===== src/rtl/tiny1_irq_ctrl.sv =====
// Interrupt controller: synchronised rising-edge sources, mask, one interrupt at a time sequenced by irqack.
// irq and bus_data_o are registered (read data one cycle after address); no backpressure, edges never dropped.
module tiny1_irq_ctrl #(
    parameter int          NSRC      = 8,
    parameter logic [15:0] BASE_ADDR = 16'hFFF0
) (
    input  logic            clk,
    input  logic            rst,
    input  logic [NSRC-1:0] src_i,
    output logic            irq,
    input  logic            irqack,
    input  logic [15:0]     bus_addr,
    input  logic [15:0]     bus_data_i,
    input  logic            bus_wr,
    input  logic            bus_rd,
    output logic [15:0]     bus_data_o,
    output logic            bus_sel
);

    typedef enum logic [1:0] {
        IDLE   = 2'd0,
        ACTIVE = 2'd1,
        COOL   = 2'd2
    } state_t;

    state_t          state;
    state_t          state_nxt;
    logic [NSRC-1:0] s1;
    logic [NSRC-1:0] s2;
    logic [NSRC-1:0] src_edge;
    logic [NSRC-1:0] pending;
    logic [NSRC-1:0] pending_nxt;
    logic [NSRC-1:0] mask;
    logic [NSRC-1:0] masked;
    logic [NSRC-1:0] win_onehot;
    logic [NSRC-1:0] wr_bits;
    logic [NSRC-1:0] clr_bits;
    logic [NSRC-1:0] set_bits;
    logic [3:0]      win_idx;
    logic [3:0]      cause_idx;
    logic            cause_vld;
    logic            irqack_q;
    logic            any_masked;
    logic            capture;
    logic            irq_nxt;
    logic            wr_pend;
    logic            wr_mask;
    logic            wr_swset;
    logic [15:0]     rd_mux;
    logic            unused_bits;

    assign bus_sel  = (bus_addr[15:2] == BASE_ADDR[15:2]);
    assign wr_pend  = bus_sel & bus_wr & (bus_addr[1:0] == 2'd0);
    assign wr_mask  = bus_sel & bus_wr & (bus_addr[1:0] == 2'd1);
    assign wr_swset = bus_sel & bus_wr & (bus_addr[1:0] == 2'd3);
    assign wr_bits  = bus_data_i[NSRC-1:0];

    assign unused_bits = ^{bus_data_i, BASE_ADDR[1:0]};

    assign src_edge   = s1 & ~s2;
    assign masked     = pending & mask;
    assign any_masked = |masked;
    // Isolate the lowest set bit: lowest index wins arbitration.
    assign win_onehot = masked & (~masked + NSRC'(1));

    always_comb begin
        win_idx = 4'd0;
        for (int i = NSRC - 1; i >= 0; i--) begin
            if (masked[i]) begin
                win_idx = 4'(i);
            end
        end
    end

    assign capture = (state == IDLE) & irq & irqack;

    // An ack level left high across reset is not a fresh ack; irqack_q resets high so only
    // a real rise (or irq being reasserted) moves IDLE on.
    always_comb begin
        state_nxt = state;
        case (state)
            IDLE: begin
                if (irqack && (irq || !irqack_q)) begin
                    state_nxt = ACTIVE;
                end
            end
            ACTIVE: begin
                if (!irqack) begin
                    state_nxt = COOL;
                end
            end
            COOL: begin
                state_nxt = IDLE;
            end
            default: begin
                state_nxt = IDLE;
            end
        endcase
    end

    assign irq_nxt = (state_nxt == IDLE) & any_masked;

    // Sets are applied after clears so a coincident set always wins.
    assign clr_bits    = (wr_pend ? wr_bits : '0) | ((capture & any_masked) ? win_onehot : '0);
    assign set_bits    = src_edge | (wr_swset ? wr_bits : '0);
    assign pending_nxt = (pending & ~clr_bits) | set_bits;

    always_comb begin
        rd_mux = 16'h0000;
        case (bus_addr[1:0])
            2'd0:    rd_mux[NSRC-1:0] = pending;
            2'd1:    rd_mux[NSRC-1:0] = mask;
            2'd2:    rd_mux = {cause_vld, 11'd0, cause_idx};
            default: rd_mux = 16'h0000;
        endcase
    end

    always_ff @(posedge clk) begin
        if (rst) begin
            s1         <= '0;
            s2         <= '0;
            pending    <= '0;
            mask       <= '0;
            cause_vld  <= 1'b0;
            cause_idx  <= 4'd0;
            state      <= IDLE;
            irq        <= 1'b0;
            irqack_q   <= 1'b1;
            bus_data_o <= 16'h0000;
        end else begin
            s1       <= src_i;
            s2       <= s1;
            pending  <= pending_nxt;
            state    <= state_nxt;
            irq      <= irq_nxt;
            irqack_q <= irqack;
            if (wr_mask) begin
                mask <= wr_bits;
            end
            // A capture with nothing enabled records a spurious (all-zero) cause.
            if (capture) begin
                cause_vld <= any_masked;
                cause_idx <= any_masked ? win_idx : 4'd0;
            end
            bus_data_o <= (bus_sel & bus_rd) ? rd_mux : 16'h0000;
        end
    end

endmodule


===== config.mk =====
export PLATFORM = sky130hd
export DESIGN_NAME = tiny1_irq_ctrl
export DESIGN_NICKNAME = d
export VERILOG_FILES = /design/src/rtl/tiny1_irq_ctrl.sv
export SDC_FILE = /design/constraint.sdc
export NUM_CORES = 1
export LEC_CHECK = 0
export ABC_AREA = 1
export ABC_CLOCK_PERIOD_IN_PS = 2009
export CAP_MARGIN = 20
export CORE_MARGIN = 5
export CORE_UTILIZATION = 48
export DETAILED_ROUTE_END_ITERATION = 8
export PLACE_DENSITY = 0.78
export REMOVE_ABC_BUFFERS = 1
export SYNTH_ARGS = -nofsm -noshare
export SYNTH_HDL_FRONTEND = slang
export SYNTH_SLANG_ARGS = --single-unit

===== constraint.sdc =====
create_clock -name clk -period 2.01 [get_ports clk]
set_input_delay 0.603 -clock clk [delete_from_list [all_inputs] [get_ports clk]]
set_output_delay 0.603 -clock clk [all_outputs]
set_load 0.03 [all_outputs]

* Word level (Yosys, flattened, before mapping)
Cells that the tools add are included.
** Word-level totals
- Bits in registers :: 57
- Bits of input ports :: 45
- Output and inout bits :: 18
- Logic and storage cells :: 63
** Cells by class
- $add $sub $neg :: 1
- Eq/ne operators :: 5
- Muxes and demuxes :: 16
- Bitwise operators :: 21
- Reductions and logical operators :: 9
** Operators by type and width (count)
- bitwise AND 8 bit :: 4
- 2-to-1 mux 4 bit :: 8
- 2-to-1 mux 8 bit :: 3
- inverter 8 bit :: 3
- OR 8 bit :: 3
- one-hot mux 8 bit (3 select lines) :: 1
- == test 14 bit, second input constant :: 1
- bitwise AND 1 bit :: 9
- adder 8 x 1 -> 8 bit, second input constant :: 1
- OR reduction 8 bit :: 1
- zero test 2 bit :: 3
- == test 2 x 1 -> 1 bit, second input constant :: 2
- == test 2 bit, second input constant :: 2
- 2-to-1 mux 2 bit :: 2
- one-hot mux 2 bit (2 select lines) :: 1
- 2-to-1 mux 3 bit :: 1
- OR reduction 3 bit :: 1
- inverter 1 bit :: 2
- OR reduction 2 bit :: 1
- logical AND 1 bit :: 1
- zero test 1 bit :: 1
- logical OR 1 bit :: 1

* Depth between registers and ports, before layout
- Depth in word-level cells :: 10
- Gate-level depth with buffers :: 9
- Mapped depth without buffers :: 9

* Worst setup path before layout
Ideal clock, no wire load.
- Kind :: input port to output port
- Start :: in bus_addr[5]
- End :: out bus_sel
- Arrival :: 1.208 ns
- Required time :: 1.407 ns
- Path slack :: 0.199 ns
- Stages on the path :: 6
- Path buffers :: 2
- Path through :: nand2_1 > nor2_2 > nand2_2 > nor2_4 > buf_6 > buf_12
** Between the ends
- Word-level cells in the longest chain between the ends :: 1
** RTL lines
- start: declaration :: line 12 : input logic [15:0] bus_addr,
- == test 14 bit :: line 52 : assign bus_sel = (bus_addr[15:2] == BASE_ADDR[15:2]);
- end: declaration :: line 17 : output logic bus_sel
Every way passes these cells.

* Worst setup path in the final report
- Start :: reg irq
- End :: out irq
** RTL lines
- start: declaration :: line 10 : output logic irq,
- start signal: assignment :: line 135 : irq <= irq_nxt;
No word-level cell between the ends.

==> flow_summary.yaml <==
timing:
  rsz0062_at_grt: "no"
  slew_violations: 0
  min_period_ns: 1.97
  fin_crit_sh_pct: 97.9
  setup_viol: 0
  skew_ns: 0.00733
  hold_viol: 0
  max_freq_mhz: 508
  setup_slack_ns: 0.0424
drt:
  routed_via_density: 4.87
  wl_per_cell_um: 11.9
  drt_iter0_markers: 133
  drc: 0
  wl_mm: 4.97
  num_vias: 2042
  dr.pass1.iters: 4
  drtAntennaViolNets: 0
placed_design:
  portBuffers: 47
  hpwl_mm: 3.77
  placed_cell_area_um2: 2850
  routabilityCongestion: 0.842
  dp_slack_ns: -0.168
clock_network:
  cts_buffer_depth: 2
  hold_buffers: 0
  clockRootBuffer: "clkbuf_8"
  cts_tree: "built"
  cts_max_level: 2
  cts.reportedPaths.clkPinSlew_ns: 0.09
  cts-buffers-inserted: 5
  postCtsSetupBuffers: 0
  ctsResizeCount: 15
  cts_sinks: 49
  clock_latency_ns: 0.31
layout:
  fillers: 427
  area_delta_synth_final_pct: 28.4
  antenna_cells: 0
  design_area_um2: 2970
  drive_gt1_share_pct: 17.0
  nets: 409
synth:
  synth_common_cells: "nand2_1, dfxtp_1, nor2_1, inv_1, nand4_1"
  async_flop_share_pct: 0
  syn_avg_cell_area_um2: 7.45
  ys_ff_latch: 49
  yosys.area.top_type: "dfxtp_1"
  netlist.area_leader.share_pct: 42.4
  yosys_warnings: 0
  yosysSeqAreaShare_pct: 42.4
  synth_cell_types: 32
  synth.most_common_cell: "nand2_1"
  synth_flop_cell: "dfxtp_1"
  synth_edf_count: 0
  ys_top_cells_by_area: "dfxtp_1, nand2_1, nor2_1, inv_1, a21oi_2"
  netlist_instances: 311
  synthesis.area_um2: 2320
power:
  power.leakage_nw: 1.22
  peakVddDrop_mv: 0.385
  powerDensity_nw_per_um2: 686
global_route:
  grt_max_degree: 32
  grtUsageTotal_pct: 16.9
  grt.overflow.total: 0
  antenna_found_initial: 0
  grt_pass1_wl_mm: 8.32
  grt_pass1_vias: 1851
worst_setup_path:
  path_max_fanout: 3
  cp-end-kind: "output pin"
  startpoint_type: "flop"
  worstPathCellList: "clkdlybuf4s50_1"
  worst_path_max_delay_cell: "clkdlybuf4s50_1"
  critPathBufInv: 1
  path_delay_family: "buffers and inverters"
  cp_data_required_time_ns: 1.41
  crit_cells: 1
  max_stage_delay_ns: 0.69
  arrival_ns: 1.36
  reg2reg_depth: 7
  worst-setup-path-type: "reg -> out"
floorplan:
  fp.dieArea_um2: 6310
  core_area_um2: 4690
  io_pins: 63
  initial_utilization_pct: 49.4
  rows: 25
  die_h_um: 79.5
  die_w_um: 79.5
worst_hold_path:
  hold_depth: 2
  min_path_type: "reg -> reg"
flow_run:
  maxCapViolations: 0
status:
  outcome: "finished, final reports clean"
cells in the final DEF (no fill, tap or decap), types with 2 or more instances in the layout:
cell type	instances
buf_12	2
a22oi_1	2
clkbuf_8	5
or2_2	8
dfxtp_1	49
clkinv_1	4
nand2_1	58
a21oi_2	14
nand3_1	15
nand4_1	18
buf_4	7
nand2_2	6
nor3_1	9
nor2_2	5
inv_2	4
dlygate4sd2_1	14
nor2_1	40
conb_1	7
clkdlybuf4s50_1	32
bufinv_16	2
inv_1	35
o21ai_1	9
nor2_4	4
a21oi_1	7
cells by family after synthesis:
group	Yosys count	share of synthesized area (%)
other	1	0.162
flip-flops	49	42.4
AO/OA/AOI/OAI	35	10.2
buffers and inverters	59	11.9
AND/OR/NAND/NOR	167	35.4
per-stage QoR:
| stage | utilization, % | TNS (ns) | hold WS (ns) | power, W | instances |
|---|---|---|---|---|---|
| 2_1_floorplan | - | 0 | 0.402 | 0.00113 | 301 |
| 3_3_place_gp | 60.8 | -1.12 | 0.407 | 0.00125 | 411 |
| 3_5_place_dp | 60.8 | -1.72 | 0.411 | 0.00125 | 411 |
| 4_1_cts | 63.4 | 0 | 0.423 | 0.00206 | 419 |
| 5_1_grt | 63.4 | 0 | 0.432 | 0.00212 | 419 |
| 6_report | 63.4 | 0 | 0.422 | 0.00204 | 419 |
state kept, by name, indices dropped and copies added, names as in the netlist:
register    cells
cause_vld       1
bus_data_o      9
irq             1
pending         8
irqack_q        1
s1              8
cause_idx       3
mask            8
state           2
s2              8
report_power, final:
| part | total [W] | leakage, nW | internal [W] | switching (W) |
|---|---|---|---|---|
| combinational | 0.000207 | 0.756 | 0.0000955 | 0.000112 |
| sequential | 0.00101 | 0.400 | 0.000998 | 0.0000146 |
| clock | 0.000819 | 0.0681 | 0.000494 | 0.000325 |
| total | 0.00204 | 1.22 | 0.00159 | 0.000451 |
worst paths after layout:
kind	start	endpoint	slack, ns
max reg2reg	mask[0]$_SDFFE_PP0P_	pending[7]$_SDFF_PP0_	0.68
min	s1[6]$_SDFF_PP0_	s2[6]$_SDFF_PP0_	0.42
max	irq$_SDFF_PP0_	irq	0.04
min reg2reg	s1[6]$_SDFF_PP0_	s2[6]$_SDFF_PP0_	0.42
routing by layer:
layer / vias up / GRT usage, % / share of wire [%]
li1: 1088 / - / -
met1: 887 / 20.0 / 43
met4: 0 / 8.42 / 2.2
met2: 57 / 28.9 / 47
met3: 10 / 3.50 / 7.7
met5: - / 0 / 0
final cells by class:
class / instances / area (µm²) / share of cell area [%]
Timing Repair Buffer: 56 / 547 / 18.4
Tap cell: 54 / 67.6 / 2.27
Clock buffer: 5 / 68.8 / 2.31
Multi-Input combinational cell: 209 / 1080 / 36.4
Sequential cell: 49 / 981 / 33.0
Inverter: 43 / 161 / 5.43
Clock inverter: 3 / 65.1 / 2.19
No activity file was read; power rests on OpenSTA's default activity.
